===== config.mk =====
export PLATFORM = sky130hd
export DESIGN_NAME = req_queue
export DESIGN_NICKNAME = d
export VERILOG_FILES = /design/src/rtl/req_queue.sv
export SDC_FILE = /design/constraint.sdc
export NUM_CORES = 1
export LEC_CHECK = 0
export CAP_MARGIN = 10
export CORE_ASPECT_RATIO = 1.75
export CORE_MARGIN = 10
export CORE_UTILIZATION = 38
export DETAILED_ROUTE_END_ITERATION = 8
export GPL_TIMING_DRIVEN = 0
export PLACE_DENSITY_LB_ADDON = 0.2
export SLEW_MARGIN = 10
export SYNTH_ARGS = -nofsm -noshare
export SYNTH_HDL_FRONTEND = slang
export SYNTH_SLANG_ARGS = --single-unit

===== constraint.sdc =====
create_clock -name clk -period 4.9 [get_ports clk]
set_input_delay 1.225 -clock clk [delete_from_list [all_inputs] [get_ports clk]]
set_output_delay 1.225 -clock clk [all_outputs]
set_load 0.005 [all_outputs]

===== src/rtl/req_queue.sv =====
// Show-ahead request queue between the instruction deserializer and the
// request consumer: circular buffer of {opcode, key_addr, text_addr} entries.
module req_queue #(
  parameter int ADDRW   = 8,
  parameter int OPCODEW = 2,
  parameter int DEPTH   = 4
) (
  input  logic                       clk,
  input  logic                       rst,
  input  logic                       valid_in,
  input  logic [OPCODEW-1:0]         opcode_in,
  input  logic [ADDRW-1:0]           key_addr_in,
  input  logic [ADDRW-1:0]           text_addr_in,
  output logic                       ready_out,
  output logic                       req_valid,
  input  logic                       req_ready,
  output logic [OPCODEW-1:0]         req_opcode,
  output logic [ADDRW-1:0]           req_key_addr,
  output logic [ADDRW-1:0]           req_text_addr,
  output logic [$clog2(DEPTH+1)-1:0] count,
  output logic                       overflow
);

  localparam int W    = OPCODEW + 2 * ADDRW;
  localparam int CNTW = $clog2(DEPTH + 1);
  localparam int PTRW = $clog2(DEPTH);

  logic [PTRW-1:0] wr_ptr_q, wr_ptr_d;
  logic [PTRW-1:0] rd_ptr_q, rd_ptr_d;
  logic [CNTW-1:0] count_q, count_d;
  logic            ready_q, ready_d;
  logic            overflow_q, overflow_d;

  logic            full;
  logic            empty;
  logic            push;
  logic            pop;
  logic [W-1:0]    wdata;
  logic [W-1:0]    head;
  logic [W-1:0]    entries [DEPTH];

  // Pointers wrap explicitly so DEPTH need not be a power of two.
  function automatic logic [PTRW-1:0] ptr_inc(input logic [PTRW-1:0] p);
    return (p == PTRW'(DEPTH - 1)) ? '0 : p + PTRW'(1);
  endfunction

  assign full  = (count_q == CNTW'(DEPTH));
  assign empty = (count_q == '0);
  assign push  = valid_in && !full;
  assign pop   = !empty && req_ready;
  assign wdata = {opcode_in, key_addr_in, text_addr_in};

  // Storage: one register per entry, written only on an accepted push.
  genvar gi;
  generate
    for (gi = 0; gi < DEPTH; gi++) begin : g_entry
      logic [W-1:0] entry_q;
      logic         we;

      assign we = push && (wr_ptr_q == PTRW'(gi));

      always_ff @(posedge clk) begin
        if (!rst && we) begin
          entry_q <= wdata;
        end
      end

      assign entries[gi] = entry_q;
    end
  endgenerate

  always_comb begin
    wr_ptr_d   = wr_ptr_q;
    rd_ptr_d   = rd_ptr_q;
    count_d    = count_q;
    overflow_d = overflow_q;

    if (push) begin
      wr_ptr_d = ptr_inc(wr_ptr_q);
    end
    if (pop) begin
      rd_ptr_d = ptr_inc(rd_ptr_q);
    end

    case ({push, pop})
      2'b10:   count_d = count_q + CNTW'(1);
      2'b01:   count_d = count_q - CNTW'(1);
      default: count_d = count_q;
    endcase

    // A push attempt against a full queue is dropped and latched as an error.
    if (valid_in && full) begin
      overflow_d = 1'b1;
    end

    // Leave room for the word the deserializer may release one cycle after
    // it samples ready_out.
    ready_d = (count_d <= CNTW'(DEPTH - 2));
  end

  always_ff @(posedge clk) begin
    if (rst) begin
      wr_ptr_q   <= '0;
      rd_ptr_q   <= '0;
      count_q    <= '0;
      ready_q    <= 1'b0;
      overflow_q <= 1'b0;
    end else begin
      wr_ptr_q   <= wr_ptr_d;
      rd_ptr_q   <= rd_ptr_d;
      count_q    <= count_d;
      ready_q    <= ready_d;
      overflow_q <= overflow_d;
    end
  end

  // Head is read combinationally; forced to zero when empty so stale or
  // uninitialised storage never shows up on the outputs.
  assign head = entries[rd_ptr_q];

  assign ready_out = ready_q;
  assign req_valid = !empty;
  assign count     = count_q;
  assign overflow  = overflow_q;
  assign {req_opcode, req_key_addr, req_text_addr} = empty ? '0 : head;

endmodule

==> reports/qor.yml <==
slowest_stage: "clkdlybuf4s50_1"
min_period_over_period: 0.7059
clkLatencyLatePin_ns: 0.33
path_clk_slew_ns: 0.05
synth_top_flop_cell: "edfxtp_1"
cts_tree: "yes"
switching_share: 0.2601
reg2reg_to: "ready_out"
viasPerCell: 4.761
holdPathStages: 2
seq_power_share: 0.402
core-area_um2: 8313
crit_buf_inv: 3
grt_pass1_wl_um: 10010
max_clock_freq_ghz: 0.2891
clock_sinks: 81
ant_nets: 0
switchingPower_uw: 549.0
dr.max_layer_used: "met4"
drive_gt1_frac: 0.2246
wl_met2_um: 3335
critPathMostFrequentCell: "buf_2"
clkPwrFrac: 0.295
grt_max_degree: 13
diodes: 0
dieArea_um2: 12770
yosysSeqAreaShare: 0.7225
synthesis.area_um2: 3242
drt-initial-drc-count: 88
ff2ff_setup_slack_ns: 2.42
crit_arrival_ns: 2.23
die_x_um: 89.82
syn_nets: 196
r2r_cells: 7
layout.cells.non_filler: 351
setup_violations: 0
wl_per_cell_um: 17.68
cts_root_buffer: "clkbuf_16"
async_flop_share: 0
synth_top_cell_area_share: 0.6669
p_comb_frac: 0.303
grt_pass1_vias: 1902
antenna_found_initial: 0
overflow: 0
startpoint_type: "flip-flop"
cp-end-kind: "output port"
ys_ff_latch: 81
total_power_mw: 2.111
start_util: 0.3900
fin_worst_skew_ns: 0.002986
fin_crit_ns: 3.459
drv_cap: 0
relSlewSlack: 0.5111
ir_worst_vdd_mv: 0.3048
rows: 44
synthCells: 167
yosys_warnings: 0
utilization: 0.5084
yosys.area.top_type: "edfxtp_1"
internal_power_mw: 1.562
wl_um: 6204
nNetsFinal: 260
setup_ws_ns: 1.441
power.density_nw_per_um2: 499.3
cts-resized-gates: 0
drc: 0
min-delay-start: "overflow"
place_inst: 335
startpoint: "rd_ptr_q[1]"
clockBufferDepth: 2
status: "finished clean"
leakage_nw: 1.421
path_cells: "buf_2 -> buf_2 -> mux4_2 -> nor2b_1 -> clkdlybuf4s50_1"
ys_types: 30
tightestPinTransition_ns: 0.7301
pre_cts_ws_ns: 1.469
cp_data_required_time_ns: 3.67
synth.area.top_cells: "edfxtp_1, mux4_2, dfxtp_1"
crit_fanout: 10
wl_met1_um: 2365
synth_edf_count: 72
fp.dieH_um: 142.2
holdPathEnd: "overflow"
place_hpwl_um: 4510
gr-usage-all-layers: 0.1031
cp_slowest_stage_delay_ns: 0.46
crit-reg2reg-launch: "count[0]"
io_buffers: 45
post_cts_buffers: 0
cpLargestDelayFamily: "buffers and inverters"
ioPinCount: 46
dr_wl_met3_um: 372
hold_class: "reg -> reg"
dr.pass1.iters: 4
synth_area_per_cell_um2: 19.41
worstSetupPathType: "reg -> out"
rsz0062_at_grt: "false"
place_congestion: 0.6494
htree_levels: 3
via_count: 1671
cp.depth: 5
slew_viol_final: 0
n_fill_cell: 704
layout-area-overhead-vs-synth_pct: 30.37
ctsHoldBuffers: 0
cts_buffers: 9
hold_violations: 0
worst register-to-register path: cells and delay by family (launching register included):
kind	cells	cell delay, ns
XOR/XNOR	1	0.15
AO/OA/AOI/OAI	1	0.58
adder cells (fa/ha/maj)	2	0.62
AND/OR/NAND/NOR	2	0.50
flip-flops	1	0.42
buffers and inverters	1	0.10
synthesized netlist by cell type (all sizes together), types with 2 or more instances:
cell type	number
nor3b	5
mux2i	3
inv	4
nor3	2
buf	6
or3	2
nor2	6
a21oi	2
dfxtp	9
edfxtp	72
mux4	18
ha	6
nor2b	18
nand2b	2
power by group through the flow:
stage | combinational (mW) | sequential (mW) | clock [mW]
6_report | 0.639 | 0.848 | 0.623
5_1_grt | 0.707 | 0.856 | 0.666
4_1_cts | 0.663 | 0.850 | 0.638
3_5_place_dp | 0.659 | 0.863 | 0
3_3_place_gp | 0.645 | 0.866 | 0
2_1_floorplan | 0.326 | 0.858 | 0
flip-flops by register name (all words and copies together), names as in the netlist:
| register | count |
|---|---|
| overflow | 1 |
| ready_out | 1 |
| g_entry.entry_q | 72 |
| count | 3 |
| rd_ptr_q | 2 |
| wr_ptr_q | 2 |
cell type report:
type	instances	area [um^2]	area share
Clock buffer	13	270.3	0.06394
Multi-Input combinational cell	75	862.1	0.2040
Timing Repair Buffer	53	536.8	0.1270
Tap cell	115	143.9	0.03404
Inverter	4	15.01	0.003552
Sequential cell	81	2342	0.5542
Buffer	7	42.54	0.01007
Clock inverter	3	13.76	0.003256
cells in the final DEF, fill, tap and decap left out, types with 3 or more instances in the layout:
master           Yosys  layout
nor2_1               5       5
buf_2                4       4
dfxtp_1              9       9
clkbuf_8             0       3
buf_6                1       8
nor2b_1             18      18
nor3b_2              0       4
mux4_2              18      18
clkbuf_16            0       9
clkdlybuf4s50_1      0      45
mux2i_1              3       3
edfxtp_1            72      72
ha_1                 6       6
inv_1                4       4
stage by stage:
step,hold slack [ns],TNS (ns),area [um^2]
detailed placement,0.4734,0,3943
CTS,0.4903,0,4227
floorplan,0.4605,0,3242
global placement,0.4761,-12.71,3836
finish,0.4823,0,4227
global route,0.5556,0,4227
worst max path at each step:
stage	slack [ns]	endpoint
floorplan	1.54	g_entry[0].entry_q[0]
CTS	1.38	req_opcode[0]
finish	1.44	req_text_addr[0]
global placement	-0.21	g_entry[1].entry_q[10]
detailed placement	1.47	ready_out
global route	1.32	req_text_addr[0]
logic make-up after synthesis:
kind of cell / after synthesis / synth area share
xor+xnor: 2 / 0.005404
flops: 81 / 0.7225
simple gates: 37 / 0.07140
compound gates: 7 / 0.01467
buf+inv: 11 / 0.01775
fa+ha+maj: 7 / 0.02933
mux: 22 / 0.1389
metal layers:
layer | vias to the layer above | track usage
met3 | 11 | 0.04015
li1 | 783 | -
met2 | 41 | 0.1805
met1 | 836 | 0.1054
met5 | - | 0
met4 | 0 | 0.04876
Power figures use the tool's default switching activity.
